`src/rtl/dlx_instr_loader_if.sv`:
```
// Field-input and instruction-memory write bus of the DLX instruction loader.
// The slave side is the loader; the master side is the field producer and the memory.
interface dlx_instr_loader_if #(
  parameter int AW = 10
);
  logic          LOAD_START;
  logic [AW-1:0] START_ADDR;
  logic          IN_VALID;
  logic          IN_READY;
  logic [5:0]    OPCODE;
  logic [4:0]    RS1;
  logic [4:0]    RS2;
  logic [4:0]    RD;
  logic [31:0]   IMM;
  logic [2:0]    FUNC;
  logic          MEM_REQ;
  logic          MEM_WE;
  logic [AW-1:0] MEM_ADDR;
  logic [31:0]   MEM_DOUT;
  logic          MEM_ACK;
  logic [AW:0]   COUNT;
  logic          FULL;
  logic          ERR;

  modport slave (
    input  LOAD_START, START_ADDR, IN_VALID, OPCODE, RS1, RS2, RD, IMM, FUNC, MEM_ACK,
    output IN_READY, MEM_REQ, MEM_WE, MEM_ADDR, MEM_DOUT, COUNT, FULL, ERR
  );

  modport master (
    output LOAD_START, START_ADDR, IN_VALID, OPCODE, RS1, RS2, RD, IMM, FUNC, MEM_ACK,
    input  IN_READY, MEM_REQ, MEM_WE, MEM_ADDR, MEM_DOUT, COUNT, FULL, ERR
  );
endinterface

```
`src/rtl/dlx_instr_loader.sv`:
```
// Packs DLX R/I-type fields into 32-bit words and writes them to consecutive memory addresses.
// MEM_REQ rises one cycle after accept; IN_READY is low while a write is pending, on FULL or LOAD_START.
module dlx_instr_loader #(
  parameter int            AW        = 10,
  parameter logic [AW-1:0] BASE_ADDR = '0,
  parameter int            MAX_WORDS = 1024
) (
  input logic              CLK,
  input logic              RESET_N,
  dlx_instr_loader_if.slave bus
);
  typedef enum logic {IDLE, WRITE} state_t;

  localparam logic [AW:0] MAX_CNT = MAX_WORDS[AW:0];

  state_t        state;
  logic          req;
  logic [AW-1:0] addr;
  logic [AW:0]   count;
  logic [31:0]   dout;
  logic          err;
  logic          full;
  logic          ready;
  logic          accept;
  logic          is_rtype;
  logic          imm_ok;
  logic [31:0]   word;

  assign full     = (count == MAX_CNT);
  assign ready    = RESET_N && (state == IDLE) && !full && !bus.LOAD_START;
  assign accept   = bus.IN_VALID && ready;
  assign is_rtype = (bus.OPCODE == 6'd0);
  // I-type immediates must survive truncation to a sign-extended 16-bit field
  assign imm_ok   = (&bus.IMM[31:15]) || !(|bus.IMM[31:15]);

  always_comb begin
    word = '0;
    if (is_rtype) word = {6'd0, bus.RS1, bus.RS2, bus.RD, 8'd0, bus.FUNC};
    else          word = {bus.OPCODE, bus.RS1, bus.RD, bus.IMM[15:0]};
  end

  always_ff @(posedge CLK) begin
    if (!RESET_N) begin
      state <= IDLE;
      req   <= 1'b0;
      dout  <= '0;
      addr  <= BASE_ADDR;
      count <= '0;
      err   <= 1'b0;
    end else begin
      case (state)
        IDLE: begin
          if (bus.LOAD_START) begin
            addr  <= bus.START_ADDR;
            count <= '0;
            err   <= 1'b0;
          end else if (accept) begin
            if (!is_rtype && !imm_ok) begin
              err <= 1'b1;
            end else begin
              dout  <= word;
              req   <= 1'b1;
              state <= WRITE;
            end
          end
        end
        WRITE: begin
          // address and data stay frozen until the memory acknowledges
          if (bus.MEM_ACK) begin
            addr  <= addr + 1'b1;
            count <= count + 1'b1;
            req   <= 1'b0;
            state <= IDLE;
          end
        end
        default: state <= IDLE;
      endcase
    end
  end

  assign bus.IN_READY = ready;
  assign bus.MEM_REQ  = req;
  assign bus.MEM_WE   = req;
  assign bus.MEM_ADDR = addr;
  assign bus.MEM_DOUT = dout;
  assign bus.COUNT    = count;
  assign bus.FULL     = full;
  assign bus.ERR      = err;
endmodule
```
`src/flat_wrapper.sv`:
```
// flat-port wrapper written by rule: the top's interface ports become plain ports
module dlx_instr_loader_flat 
#(
  parameter int            AW        = 10,
  parameter logic [AW-1:0] BASE_ADDR = '0,
  parameter int            MAX_WORDS = 1024
)
  (CLK, RESET_N, bus_LOAD_START, bus_START_ADDR, bus_IN_VALID, bus_OPCODE, bus_RS1, bus_RS2, bus_RD, bus_IMM, bus_FUNC, bus_MEM_ACK, bus_IN_READY, bus_MEM_REQ, bus_MEM_WE, bus_MEM_ADDR, bus_MEM_DOUT, bus_COUNT, bus_FULL, bus_ERR);
  dlx_instr_loader_if #(.AW(AW)) bus_i ();
  input logic CLK;
  input logic RESET_N;
  input wire logic [$bits(bus_i.LOAD_START)-1:0] bus_LOAD_START;
  input wire logic [$bits(bus_i.START_ADDR)-1:0] bus_START_ADDR;
  input wire logic [$bits(bus_i.IN_VALID)-1:0] bus_IN_VALID;
  input wire logic [$bits(bus_i.OPCODE)-1:0] bus_OPCODE;
  input wire logic [$bits(bus_i.RS1)-1:0] bus_RS1;
  input wire logic [$bits(bus_i.RS2)-1:0] bus_RS2;
  input wire logic [$bits(bus_i.RD)-1:0] bus_RD;
  input wire logic [$bits(bus_i.IMM)-1:0] bus_IMM;
  input wire logic [$bits(bus_i.FUNC)-1:0] bus_FUNC;
  input wire logic [$bits(bus_i.MEM_ACK)-1:0] bus_MEM_ACK;
  output wire logic [$bits(bus_i.IN_READY)-1:0] bus_IN_READY;
  output wire logic [$bits(bus_i.MEM_REQ)-1:0] bus_MEM_REQ;
  output wire logic [$bits(bus_i.MEM_WE)-1:0] bus_MEM_WE;
  output wire logic [$bits(bus_i.MEM_ADDR)-1:0] bus_MEM_ADDR;
  output wire logic [$bits(bus_i.MEM_DOUT)-1:0] bus_MEM_DOUT;
  output wire logic [$bits(bus_i.COUNT)-1:0] bus_COUNT;
  output wire logic [$bits(bus_i.FULL)-1:0] bus_FULL;
  output wire logic [$bits(bus_i.ERR)-1:0] bus_ERR;
  assign bus_i.LOAD_START = bus_LOAD_START;
  assign bus_i.START_ADDR = bus_START_ADDR;
  assign bus_i.IN_VALID = bus_IN_VALID;
  assign bus_i.OPCODE = bus_OPCODE;
  assign bus_i.RS1 = bus_RS1;
  assign bus_i.RS2 = bus_RS2;
  assign bus_i.RD = bus_RD;
  assign bus_i.IMM = bus_IMM;
  assign bus_i.FUNC = bus_FUNC;
  assign bus_i.MEM_ACK = bus_MEM_ACK;
  assign bus_IN_READY = bus_i.IN_READY;
  assign bus_MEM_REQ = bus_i.MEM_REQ;
  assign bus_MEM_WE = bus_i.MEM_WE;
  assign bus_MEM_ADDR = bus_i.MEM_ADDR;
  assign bus_MEM_DOUT = bus_i.MEM_DOUT;
  assign bus_COUNT = bus_i.COUNT;
  assign bus_FULL = bus_i.FULL;
  assign bus_ERR = bus_i.ERR;
  dlx_instr_loader #(.AW(AW), .BASE_ADDR(BASE_ADDR), .MAX_WORDS(MAX_WORDS)) u_core (.CLK(CLK), .RESET_N(RESET_N), .bus(bus_i));
endmodule
```
`config.mk`:
```
export PLATFORM = sky130hd
export DESIGN_NAME = dlx_instr_loader_flat
export DESIGN_NICKNAME = d
export VERILOG_FILES = /design/src/rtl/dlx_instr_loader_if.sv /design/src/rtl/dlx_instr_loader.sv /design/src/flat_wrapper.sv
export SDC_FILE = /design/constraint.sdc
export NUM_CORES = 1
export LEC_CHECK = 0
export CAP_MARGIN = 5
export CORE_UTILIZATION = 38
export DETAILED_ROUTE_END_ITERATION = 10
export PLACE_DENSITY = 0.79
export SYNTH_ARGS = -nofsm -noshare
export SYNTH_HDL_FRONTEND = slang
export SYNTH_SLANG_ARGS = --single-unit
```
`constraint.sdc`:
```
create_clock -name CLK -period 1.7 [get_ports CLK]
set_input_delay 0.34 -clock CLK [delete_from_list [all_inputs] [get_ports CLK]]
set_output_delay 0.34 -clock CLK [all_outputs]
set_load 0.005 [all_outputs]
```
==> results.yml, run 1 <==
status:
  run_status: "complete, but fails checks"
  violations: "negative setup slack"
flow_run:
  drv_cap: 0
yosys:
  synthFlopType: "dfxtp_1"
  netlist_area_um2: 2810
  synth-edff-count: 0
  ys_seq_area_share_pct: 39.89
  synth_cells: 326
  syn_avg_cell_area_um2: 8.620
  async_flop_share_pct: 0
  synthesis.nets: 400
  synth_seq_cells: 56
  ys_warn_count: 0
  ys_types: 47
sta:
  rsz0062_at_grt: "yes"
  hold_viol: 0
  fmax_ghz: 0.5383
  maxSlewViolCount: 0
  fin_skew_ns: 0.004968
  min_period_ns: 1.858
  worst_pin_slew_ns: 0.4135
  timing.hold.ws_ns: 0.4538
  worst_slack_ns: -0.1576
  setup_viol: 35
  min_period_over_period_pct: 109.3
  slew-limit-headroom_pct: 72.44
  tns_ns: -3.029
setup_path:
  crit_fanout: 2
  cp-start-kind: "register"
  required_ns: 1.36
  worstPathArrival_ns: 1.52
  critPathKind: "register to output pin"
  critPathCaptureType: "output pin"
clock_tree:
  clkLatencyLatePin_ns: 0.31
  clock_path_buffers: 2
  postCtsHoldBufs: 0
  clkTransAtPathRegs_ns: 0.11
  cts_tree: "yes"
  cts_root_buffer: "clkbuf_8"
  cts_htree_levels: 2
  cts.sinks: 56
  cts_made_buffers: 5
power:
  p_leak_nw: 2.059
  p_per_area_nw_per_um2: 534.1
  p_total_mw: 2.677
  ir_drop_uv: 325.4
global_route:
  antenna_found_initial: 0
  grt_pass1_vias: 3092
  overflow: 0
  grt_max_degree: 43
  gr-usage-all-layers_pct: 24.16
  grt_first_pass_wirelength_mm: 14.44
final_layout:
  stdcell_area_um2: 5012
  nets: 583
  utilization_pct: 71.79
  nFillCells: 495
  n_antenna_cell: 0
  area_growth_pct: 78.36
  drive_above_1_share_pct: 26.27
  regArea_um2: 1136
  multi_input_area_um2: 1759
floorplan:
  io_pins: 129
  dieWidth_um: 88.00
  core_area_um2: 6982
  rows: 30
  die-height_um: 88.00
  start_util_pct: 40.25
  dieArea_um2: 7743
detailed_routing:
  wl_per_cell_um: 16.07
  drt_iter0_drc: 123
  drc: 0
  via_per_inst: 5.337
  drt_wl_total_mm: 9.737
  ant_nets: 0
  dr.pass1.iters: 4
  via_count: 3234
place:
  dp_hpwl_mm: 6.899
  place_congestion: 0.8105
  portBuffers: 128
  place_area_um2: 4558
hold_path:
  min_path_type: "register to register"
area by class of cell:
type	instances	area share [%]
clock buffers	5	1.373
repair buffers	198	37.24
flip-flops and latches	56	22.67
inverters	4	0.2996
clock inverters	3	0.9236
multi-input cells	244	35.10
well taps	96	2.396
cell usage after synthesis (4+ instances only):
library cell	number	area share [%]
nor2_1	21	2.8
o211ai_1	7	1.9
nor3_1	6	1.1
nor4_1	11	2.4
nor2b_1	9	2.0
a31oi_1	11	2.4
mux2i_1	31	11
nand3_1	9	1.6
inv_1	4	0.53
o21ai_0	6	1.1
nand2_1	49	6.5
nand4_1	7	1.6
o2111ai_1	8	2.5
buf_2	6	1.1
dfxtp_1	56	40
a21oi_1	19	3.4
clkbuf_1	12	1.6
cell families after synthesis:
logic type | synth area share, %
AOI/OAI and AO/OA | 19.28
adders and majority gates | 1.336
muxes | 12.24
buffers and inverters | 4.808
DFF | 39.89
xor gates and xnor gates | 0.9352
and+or+nand+nor | 21.50
routing by layer:
metal	up-vias	GRT usage (%)	part of all wire (%)
li1	1575	-	-
met1	1526	27.84	40
met2	121	44.89	52
met3	12	4.336	7.3
met4	0	7.750	1.3
met5	-	0	0
what timing repair did:
| action | in CTS | in global routing |
|---|---|---|
| gates cloned | 3 | 1 |
| pin swaps | 16 | 12 |
| setup endpoints to repair | 37 | 46 |
| setup buffers | 16 | 5 |
| resized for setup | 99 | 25 |
where the power goes:
| group | total (mW) | internal [mW] | switching (mW) |
|---|---|---|---|
| logic | 0.420 | 0.255 | 0.164 |
| registers | 1.36 | 1.33 | 0.0236 |
| clock network | 0.901 | 0.445 | 0.456 |
| total | 2.68 | 2.03 | 0.644 |
path summary, 6_finish.rpt:
kind / cells after the start / to / slack, ns / start
setup / recovery: 8 / bus_IN_READY / -0.16 / u_core.bus.COUNT[0]$_SDFFE_PN0P_
hold reg to reg: 2 / u_core.bus.MEM_DOUT[22]$_SDFFE_PN0P_ / 0.45 / u_core.bus.MEM_DOUT[22]$_SDFFE_PN0P_
setup reg to reg: 11 / u_core.bus.MEM_DOUT[2]$_SDFFE_PN0P_ / -0.13 / u_core.bus.COUNT[0]$_SDFFE_PN0P_
hold / removal: 2 / u_core.bus.MEM_DOUT[22]$_SDFFE_PN0P_ / 0.45 / u_core.bus.MEM_DOUT[22]$_SDFFE_PN0P_
sequential cells by signal, indices dropped and copies added, names as in the netlist:
register             flops
u_core.bus.COUNT        11
u_core.bus.MEM_REQ       1
u_core.bus.MEM_DOUT     32
u_core.bus.MEM_ADDR     10
u_core.state             1
u_core.bus.ERR           1
through the flow:
step	cells	worst slack, ns
2_1_floorplan	326	-0.08186
6_report	606	-0.1576
3_3_place_gp	577	-0.5625
3_5_place_dp	577	-0.6516
4_1_cts	603	-0.2139
5_1_grt	606	-0.2190
layout by cell type, fill, tap and decap left out, drive strengths merged, types with 10 or more instances in the layout:
cell type      count
dlygate4sd2       10
buf               80
dfxtp             56
clkdlybuf4s50    103
nand2             49
nor4              11
a31oi             11
o21ai             11
nor2              21
mux2i             31
a21oi             19
worst max-delay path, stage by stage, from the launching register on:
cell     delay [ns]
dfxtp_2        0.36
inv_2          0.04
ha_2           0.16
and2_4         0.14
nand3_2        0.06
inv_2          0.04
buf_6          0.11
nor4_4         0.15
buf_2          0.16
(Power assumes the default switching activity.)
==> inputs of run 2 (changes only) <==
- MAX_ROUTING_LAYER: not set -> met4
- PLACE_DENSITY: 0.79 -> 0.83
==> run 2 against run 1 <==
  * The run still ends with negative setup slack left
  * Utilization about the same
  * Critical endpoint unchanged
  * First-iteration DRC count decreased by 24%
  * Clock skew increased by 0.0037 ns
  * Clock power decreased by 14%
  * Via count decreased by 0.77%
  * Highest routed layer unchanged
  * Global-route usage increased by 0.17 points
  * Largest cell class unchanged
  * Final area about the same
  * Critical path depth decreased by 1
  * Largest power group unchanged
  * Cell count decreased by 0.83%
  * Power decreased by 4.9%
  * Worst setup slack improved by 0.051 ns
==> results.yml, run 2 (same netlist as run 1, synthesis figures left out) <==
power:
  switching_share_pct: 25.87
  pwr-share-clk_pct: 30.5
  p_seq_share_pct: 53.3
  p_sw_uw: 658.6
  p_per_area_nw_per_um2: 507.9
  p_int_mw: 1.888
  p_leak_nw: 2.102
  ir_drop_uv: 382.4
  comb_power_share_pct: 16.2
final_layout:
  n_antenna_cell: 0
  drive_above_1_share_pct: 26.93
  stdcell_area_um2: 5014
  multi_input_area_um2: 1783
  nets: 578
  mostFrequentLayoutCell: "clkdlybuf4s50_1"
  utilization_pct: 71.81
  nFillCells: 539
  largest_register_ffs: 32
  area_growth_pct: 78.41
  regArea_um2: 1137
  layout_common_cells: "clkdlybuf4s50_1 (102), buf_4 (54), nand2_1 (46)"
place:
  place_congestion: 0.8791
  dp_worst_setup_slack_ns: -0.6029
  portBuffers: 128
  dp_hpwl_mm: 6.934
  place_area_um2: 4588
sta:
  fin_skew_ns: 0.008708
  hold_viol: 0
  min_period_ns: 1.807
  fmax_ghz: 0.5535
  worst_slack_ns: -0.1068
  rsz0062_at_grt: "yes"
  tns_ns: -0.4633
  setup_viol: 14
  maxSlewViolCount: 0
  worst_pin_slew_ns: 0.4617
  slew-limit-headroom_pct: 68.93
  min_period_over_period_pct: 106.3
global_route:
  grt_max_degree: 43
  overflow: 0
  antenna_found_initial: 0
  grt_pass1_vias: 3138
  grt_first_pass_wirelength_mm: 14.32
  gr-usage-all-layers_pct: 24.33
setup_path:
  critical_path.most_common_cell: "inv_2"
  worstPathCellList: "inv_2, ha_2, and2_4, nand3_2, inv_2, nor4_4, buf_2"
  cp_top_family: "simple AND/OR/NAND/NOR gates"
  cp_slowest_cell: "dfxtp_2"
  crit_fanout: 2
  worstPathArrival_ns: 1.47
  required_ns: 1.36
  critPathKind: "register to output pin"
  crit_start: "u_core.bus.COUNT[0]$_SDFFE_PN0P_"
  cp_num_buf_inv: 3
  cp-start-kind: "register"
  r2r_start: "u_core.bus.COUNT[0]$_SDFFE_PN0P_"
  critPathCaptureType: "output pin"
  critPathMaxStageDelay_ns: 0.35
clock_tree:
  clkTransAtPathRegs_ns: 0.11
  cts.sinks: 56
  cts_made_buffers: 5
  cts_tree: "yes"
  cts_htree_levels: 2
  cts_root_buffer: "clkbuf_8"
  clock_path_buffers: 2
  postCtsHoldBufs: 0
  clkLatencyLatePin_ns: 0.31
floorplan:
  die-height_um: 88.00
  start_util_pct: 40.25
  core_area_um2: 6982
  rows: 30
  dieWidth_um: 88.00
  io_pins: 129
  dieArea_um2: 7743
detailed_routing:
  drt_wl_total_mm: 9.646
  ant_nets: 0
  via_per_inst: 5.339
  via_count: 3209
  drc: 0
  dr.pass1.iters: 4
  wl_per_cell_um: 16.05
  drt_iter0_drc: 94
status:
  run_status: "complete, but fails checks"
  violations: "negative setup slack"
hold_path:
  min_path_type: "primary input to register"
  hp-start: "bus_OPCODE[3]"
flow_run:
  drv_cap: 0
[run 2: final cells by class]
type	count	share of cell area, %
Multi-Input combinational cell	243	35.56
Clock buffer	5	1.373
Inverter	4	0.2995
Clock inverter	3	0.5490
Tap cell	96	2.396
Sequential cell	56	22.69
Timing Repair Buffer	194	37.14
[run 2: path summary, 6_finish.rpt]
| check | depth (start not counted) | end | slack, ns |
|---|---|---|---|
| max reg2reg | 8 | u_core.bus.MEM_DOUT[31]$_SDFFE_PN0P_ | -0.01 |
| min | 3 | u_core.bus.MEM_DOUT[29]$_SDFFE_PN0P_ | 0.45 |
| max | 7 | bus_IN_READY | -0.11 |
| min reg2reg | 2 | u_core.bus.MEM_DOUT[24]$_SDFFE_PN0P_ | 0.46 |
[run 2: routing by layer]
metal	up-vias	GRT usage (%)	routed length (um)
met5	-	-	0
met4	0	5.216	112
met1	1514	26.22	3884
met3	11	4.713	739
li1	1550	-	-
met2	134	45.74	4909
[run 2: power groups by stage]
| stage | Clock [mW] | Sequential, mW | Combinational [mW] |
|---|---|---|---|
| 4_1_cts | 0.789 | 1.36 | 0.394 |
| 5_1_grt | 0.833 | 1.36 | 0.439 |
| 3_3_place_gp | 0 | 1.39 | 0.390 |
| 3_5_place_dp | 0 | 1.39 | 0.398 |
| 6_report | 0.777 | 1.36 | 0.411 |
| 2_1_floorplan | 0 | 1.38 | 0.114 |
[run 2: worst min-delay path: stages]
cell,delay (ns)
dlygate4sd2_1,0.26
nand2_1,0.06
mux2i_1,0.06
[run 2: per-stage QoR]
stage | cells | power, mW | hold slack (ns)
after global placement | 581 | 1.775 | 0.4358
after floorplan | 326 | 1.496 | 0.4447
after CTS | 596 | 2.539 | 0.4375
final | 601 | 2.546 | 0.4462
after detailed placement | 581 | 1.784 | 0.4439
after global routing | 601 | 2.634 | 0.4585
[run 2: what timing repair did]
action	in CTS	in global routing
pin swaps	10	19
gates resized for setup	88	52
setup endpoints to repair	37	45
setup buffers	5	5
cloned	2	1
